===== config.mk =====
export PLATFORM = sky130hd
export DESIGN_NAME = instr_fetch_unit_flat
export DESIGN_NICKNAME = d
export VERILOG_FILES = /design/src/rtl/instr_fetch_unit_if.sv /design/src/rtl/instr_fetch_unit.sv /design/src/flat_wrapper.sv
export SDC_FILE = /design/constraint.sdc
export NUM_CORES = 1
export LEC_CHECK = 0
export CORE_AREA = 2 2 156 158
export DETAILED_ROUTE_END_ITERATION = 10
export DIE_AREA = 0 0 158 160
export GPL_ROUTABILITY_DRIVEN = 0
export MAX_ROUTING_LAYER = met4
export PLACE_DENSITY_LB_ADDON = 0.08
export SLEW_MARGIN = 30
export SYNTH_ARGS = -nofsm -noshare
export SYNTH_HDL_FRONTEND = slang
export SYNTH_SLANG_ARGS = --single-unit

===== constraint.sdc =====
create_clock -name clk -period 6.18 [get_ports clk]
set_clock_uncertainty 0.1 [all_clocks]
set_input_delay 0.927 -clock clk [delete_from_list [all_inputs] [get_ports clk]]
set_output_delay 0.927 -clock clk [all_outputs]
set_load 0.02 [all_outputs]

===== src/rtl/instr_fetch_unit_if.sv =====
// instr_fetch_unit_if: PC handshake, instruction memory bus and decode-side FIFO port
interface instr_fetch_unit_if #(
  parameter int ADDR_W  = 32,
  parameter int INSTR_W = 32
);
  logic [ADDR_W-1:0]  pc_in;
  logic               pc_valid;
  logic               pc_ready;
  logic               flush;
  logic               mem_req;
  logic [ADDR_W-1:0]  mem_addr;
  logic               mem_gnt;
  logic               mem_rvalid;
  logic [INSTR_W-1:0] mem_rdata;
  logic               instr_valid;
  logic               instr_ready;
  logic [INSTR_W-1:0] instr;
  logic [ADDR_W-1:0]  instr_pc;
  logic               instr_err;
  modport master (
    input  pc_in, pc_valid, flush, mem_gnt, mem_rvalid, mem_rdata, instr_ready,
    output pc_ready, mem_req, mem_addr, instr_valid, instr, instr_pc, instr_err
  );
  modport slave (
    output pc_in, pc_valid, flush, mem_gnt, mem_rvalid, mem_rdata, instr_ready,
    input  pc_ready, mem_req, mem_addr, instr_valid, instr, instr_pc, instr_err
  );
endinterface


===== src/rtl/instr_fetch_unit.sv =====
// instr_fetch_unit: single-outstanding instruction fetch with flushable output FIFO
module instr_fetch_unit #(
  parameter int                 ADDR_W    = 32,
  parameter int                 INSTR_W   = 32,
  parameter int                 DEPTH     = 2,
  parameter logic [INSTR_W-1:0] NOP_INSTR = 32'h00000013
) (
  input logic                 clk,
  input logic                 reset,
  instr_fetch_unit_if.master  bus
);
  localparam int PW = $clog2(DEPTH);
  localparam int CW = $clog2(DEPTH + 1);
  typedef enum logic [1:0] {IDLE, REQ, WAIT, DROP} state_t;
  state_t state, state_nxt;
  logic [ADDR_W-1:0]  pc_q;
  logic [INSTR_W-1:0] fifo_instr [DEPTH];
  logic [ADDR_W-1:0]  fifo_pc [DEPTH];
  logic               fifo_err [DEPTH];
  logic [PW-1:0]      wr_ptr, rd_ptr;
  logic [CW-1:0]      count;
  logic               accept, mis, push, pop;
  assign accept = bus.pc_valid && bus.pc_ready;
  assign mis    = accept && bus.pc_in[1:0] != 2'b00;
  // a misaligned PC never touches memory; its NOP goes straight into the FIFO
  assign push   = mis || (state == WAIT && bus.mem_rvalid && !bus.flush);
  assign pop    = bus.instr_valid && bus.instr_ready && !bus.flush;
  always_ff @(posedge clk or posedge reset)
    if (reset) state <= IDLE;
    else state <= state_nxt;
  always_comb begin
    state_nxt = state;
    case (state)
      IDLE:    state_nxt = accept && !mis ? REQ : IDLE;
      REQ:     state_nxt = bus.mem_gnt ? (bus.flush ? DROP : WAIT) : (bus.flush ? IDLE : REQ);
      WAIT:    state_nxt = bus.mem_rvalid ? IDLE : (bus.flush ? DROP : WAIT);
      DROP:    state_nxt = bus.mem_rvalid ? IDLE : DROP;
      default: state_nxt = IDLE;
    endcase
  end
  always_comb begin
    bus.pc_ready    = state == IDLE && !bus.flush && count < CW'(DEPTH) && !reset;
    bus.mem_req     = state == REQ;
    bus.mem_addr    = {pc_q[ADDR_W-1:2], 2'b00};
    bus.instr_valid = count != '0;
    bus.instr       = fifo_instr[rd_ptr];
    bus.instr_pc    = fifo_pc[rd_ptr];
    bus.instr_err   = fifo_err[rd_ptr];
  end
  always_ff @(posedge clk or posedge reset)
    if (reset) begin
      pc_q   <= '0;
      wr_ptr <= '0;
      rd_ptr <= '0;
      count  <= '0;
      for (int i = 0; i < DEPTH; i++) begin
        fifo_instr[i] <= '0;
        fifo_pc[i]    <= '0;
        fifo_err[i]   <= 1'b0;
      end
    end else begin
      if (accept) pc_q <= bus.pc_in;
      if (push) begin
        fifo_instr[wr_ptr] <= mis ? NOP_INSTR : bus.mem_rdata;
        fifo_pc[wr_ptr]    <= mis ? bus.pc_in : pc_q;
        fifo_err[wr_ptr]   <= mis;
      end
      if (bus.flush) begin
        wr_ptr <= '0;
        rd_ptr <= '0;
        count  <= '0;
      end else begin
        wr_ptr <= wr_ptr + PW'(push);
        rd_ptr <= rd_ptr + PW'(pop);
        count  <= count + CW'(push) - CW'(pop);
      end
    end
endmodule


===== src/flat_wrapper.sv =====
// flat-port wrapper written by rule: the top's interface ports become plain ports
module instr_fetch_unit_flat 
#(
  parameter int                 ADDR_W    = 32,
  parameter int                 INSTR_W   = 32,
  parameter int                 DEPTH     = 2,
  parameter logic [INSTR_W-1:0] NOP_INSTR = 32'h00000013
)
  (clk, reset, bus_pc_in, bus_pc_valid, bus_flush, bus_mem_gnt, bus_mem_rvalid, bus_mem_rdata, bus_instr_ready, bus_pc_ready, bus_mem_req, bus_mem_addr, bus_instr_valid, bus_instr, bus_instr_pc, bus_instr_err);
  instr_fetch_unit_if #(.ADDR_W(ADDR_W), .INSTR_W(INSTR_W)) bus_i ();
  input logic clk;
  input logic reset;
  input wire logic [$bits(bus_i.pc_in)-1:0] bus_pc_in;
  input wire logic [$bits(bus_i.pc_valid)-1:0] bus_pc_valid;
  input wire logic [$bits(bus_i.flush)-1:0] bus_flush;
  input wire logic [$bits(bus_i.mem_gnt)-1:0] bus_mem_gnt;
  input wire logic [$bits(bus_i.mem_rvalid)-1:0] bus_mem_rvalid;
  input wire logic [$bits(bus_i.mem_rdata)-1:0] bus_mem_rdata;
  input wire logic [$bits(bus_i.instr_ready)-1:0] bus_instr_ready;
  output wire logic [$bits(bus_i.pc_ready)-1:0] bus_pc_ready;
  output wire logic [$bits(bus_i.mem_req)-1:0] bus_mem_req;
  output wire logic [$bits(bus_i.mem_addr)-1:0] bus_mem_addr;
  output wire logic [$bits(bus_i.instr_valid)-1:0] bus_instr_valid;
  output wire logic [$bits(bus_i.instr)-1:0] bus_instr;
  output wire logic [$bits(bus_i.instr_pc)-1:0] bus_instr_pc;
  output wire logic [$bits(bus_i.instr_err)-1:0] bus_instr_err;
  assign bus_i.pc_in = bus_pc_in;
  assign bus_i.pc_valid = bus_pc_valid;
  assign bus_i.flush = bus_flush;
  assign bus_i.mem_gnt = bus_mem_gnt;
  assign bus_i.mem_rvalid = bus_mem_rvalid;
  assign bus_i.mem_rdata = bus_mem_rdata;
  assign bus_i.instr_ready = bus_instr_ready;
  assign bus_pc_ready = bus_i.pc_ready;
  assign bus_mem_req = bus_i.mem_req;
  assign bus_mem_addr = bus_i.mem_addr;
  assign bus_instr_valid = bus_i.instr_valid;
  assign bus_instr = bus_i.instr;
  assign bus_instr_pc = bus_i.instr_pc;
  assign bus_instr_err = bus_i.instr_err;
  instr_fetch_unit #(.ADDR_W(ADDR_W), .INSTR_W(INSTR_W), .DEPTH(DEPTH), .NOP_INSTR(NOP_INSTR)) u_core (.clk(clk), .reset(reset), .bus(bus_i));
endmodule

==> run_results.csv <==
group,metric,value,unit
power_and_ir_drop,peakVddDrop,0.0002234,V
setup_path,cp.buffers_inverters,2,
place,dp_hpwl,11.79,mm
drt,route.detailed.drc,0,
global_routing,grt_start_max_net_pins,104,
yosys,synth_edf_count,0,
setup_path,required,6.38,ns
floorplanning,core,23820,µm²
yosys,syn_area_per_cell,14.38,µm²
yosys,synth_most_common_cell,"mux2_2",
floorplanning,fp.dieW,158,µm
floorplanning,initial_utilization,34.05,%
yosys,ys_top_cells_by_count,"218 x mux2_2, 168 x dfrtp_1, 34 x buf_4, 34 x mux2_4, 30 x and2_1",
yosys,netlist.area_leader.share,51.83,%
yosys,synth-async-reset-ratio,100.0,%
setup_path,end_kind,"flip-flop",
global_routing,grt_overflow,0,
sta,hold_viol,0,
setup_path,path_cells,"clkdlybuf4s50_1, nor2_1, nand4_4, a21oi_4, buf_4, mux2_2",
setup_path,worstSetupStartpointType,"input port",
cts,cts.clk_slew.worst_paths,0.06,ns
finish,stdcell_count,1032,
yosys,synth_cell_types,30,
sta,min_period_over_period,60.48,%
flow_run,maxCapViolCount,0,
setup_path,rrSetupSlack,3.11,ns
cts,post_cts_resized,0,
cts,ctsHoldBuffers,0,
place,place_inst,1000,
sta,setup_viol,0,
drt,drt-vias-per-instance,4.666,
outcome,status,"completed",
floorplanning,fp-row-count,57,
sta,worst_slew_margin_rel,43.77,%
drt,vias,4815,
cts,clk_latency,0.42,ns
global_routing,grt_pass1_wl,28.99,mm
yosys,yosys.area.top_type,"dfrtp_1",
yosys,syn_inst,564,
drt,first_iter_violations,151,
cts,post_cts_buffers,0,
finish,syn2layout_area_growth,29.54,%
finish,postLayoutCoreUtil,44.11,%
sta,finalSetupTns,0,ns
yosys,yosysSeqAreaShare,51.83,%
cts,cts_buffer_depth,2,
sta,fmax,267.5,MHz
global_routing,grt_pass1_vias,5465,
cts,cts_made_buffers,17,
global_routing,antenna_found_initial,0,
drt,avgRoutedWirePerCell,17.23,µm
floorplanning,die_h,160,µm
yosys,ys_ff_latch,168,
floorplanning,fp.dieArea,25280,µm²
cts,cts_tree,"done",
floorplanning,io_pins,171,
global_routing,track_usage,15.23,%
cts,clock-sinks,168,
sta,rsz0062_at_grt,"false",
setup_path,crit_family,"buffers and inverters",
setup_path,arrival,3.94,ns
sta,worst_slew_pin_slew,0.8435,ns
drt,ant_nets,0,
power_and_ir_drop,finalPower,0.004957,W
place,port_buffers,168,
finish,nets,769,
power_and_ir_drop,p_per_area,471.7,nW/µm²
setup_path,path_class,"input port to flip-flop",
yosys,yosys-top-cells-area,"dfrtp_1 52%, mux2_2 30%, mux2_4 6.3%",
sta,drv_slew,0,
setup_path,cp_slowest_cell,"a21oi_4",
setup_path,worstPathMaxFanout,31,
worst_hold_path,hp-class,"flip-flop to flip-flop",
drt,drtPass1Iterations,4,
cts,clock-root-buffer,"clkbuf_16",
finish,n_fill_cell,2227,
setup_path,critPathMaxStageDelay,0.70,ns
yosys,ys_warn_count,0,
finish,num_antenna_cells,0,
power_and_ir_drop,leakagePower,4.505,nW
sta,post-route-min-period,3.738,ns
yosys,syn_area,8112,µm²
cts,htreeDepth,4,
finish,drive_gt1_share,42.23,%
yosys,synth_ff_type,"dfrtp_1",
drt,routed_wl,17.78,mm
==> cell families after synthesis <==
family	synth area share [%]
multiplexers	36.96
flip-flops	51.83
buffers and inverters	5.260
AND/OR/NAND/NOR	4.288
AO/OA/AOI/OAI	0.7250
XOR/XNOR	0.4320
adder cells (fa/ha/maj)	0.4628
other	0.04623
==> worst reg2reg max path: stages (launching register included) <==
cell,delay [ns]
dfrtp_1,0.41
nor2_1,0.34
nand4_4,0.51
a21oi_4,0.70
buf_4,0.49
mux2_2,0.41
==> through the flow <==
step / worst slack [ns] / hold slack (ns) / area [µm²]
2_1_floorplan: 0.6063 / 0.3541 / 8115
3_3_place_gp: 1.945 / 0.3635 / 9854
3_5_place_dp: 1.954 / 0.3905 / 9902
4_1_cts: 2.400 / 0.4047 / 10510
5_1_grt: 2.195 / 0.4129 / 10510
6_report: 2.442 / 0.3960 / 10510
==> sequential cells by signal (all words and copies together) (netlist names) <==
register / count
u_core.fifo_pc: 64
u_core.state: 2
u_core.rd_ptr: 1
u_core.count: 2
u_core.fifo_instr: 64
u_core.fifo_err: 2
u_core.pc_q: 32
u_core.wr_ptr: 1
==> path summary, 6_finish.rpt <==
check	endpoint	from	cells past startpoint
hold / removal	u_core.fifo_pc[33]	u_core.fifo_pc[33]	1
hold reg to reg	u_core.fifo_pc[33]	u_core.fifo_pc[33]	1
setup / recovery	u_core.fifo_instr[63]	reset	6
min in group asynchronous	u_core.fifo_instr[62]	reset	2
max in group asynchronous	u_core.fifo_pc[28]	reset	3
setup reg to reg	u_core.fifo_instr[63]	u_core.count[1]	5
==> final cells by class <==
cell class	instances	area [µm²]	area share, %
Multi-Input combinational cell	328	3498	33.29
Tap cell	324	405.4	3.858
Timing Repair Buffer	175	1767	16.81
Sequential cell	168	4208	40.05
Clock buffer	18	429.2	4.084
Clock inverter	14	173.9	1.655
Inverter	5	26.28	0.2501
==> report_power, final <==
| part | switching [W] | internal, W | leakage, nW | total [W] |
|---|---|---|---|---|
| logic | 0.000887 | 0.00120 | 2.12 | 0.00209 |
| clock network | 0.000449 | 0.000640 | 0.283 | 0.00109 |
| registers | 0.000240 | 0.00154 | 2.10 | 0.00178 |
==> cell usage in the layout, fill, tap and decap left out, types with 2 or more instances in the layout <==
| cell | netlist | routed |
|---|---|---|
| clkinvlp_4 | 0 | 4 |
| clkinv_2 | 0 | 2 |
| o21ai_0 | 3 | 3 |
| mux2_1 | 2 | 2 |
| ha_1 | 3 | 2 |
| clkdlybuf4s50_1 | 0 | 168 |
| or2_2 | 2 | 2 |
| bufinv_16 | 0 | 3 |
| inv_1 | 5 | 4 |
| mux2_4 | 34 | 34 |
| inv_6 | 0 | 3 |
| clkbuf_16 | 0 | 17 |
| xor2_1 | 2 | 2 |
| and2_1 | 30 | 30 |
| buf_4 | 34 | 5 |
| xnor2_1 | 2 | 2 |
| dfrtp_1 | 168 | 167 |
| nand2b_1 | 4 | 4 |
| nor2_1 | 5 | 5 |
| mux2_2 | 218 | 218 |
| conb_1 | 1 | 2 |
| nor2b_1 | 3 | 3 |
| clkinv_4 | 0 | 2 |
| nand2_1 | 8 | 8 |
==> routing by layer <==
layer | global-route usage, % | wire length (µm)
met2 | 24.68 | 8816
met1 | 18.44 | 7726
met5 | - | 0
met3 | 4.396 | 982
met4 | 4.423 | 256
Power figures use the tool's default switching activity.
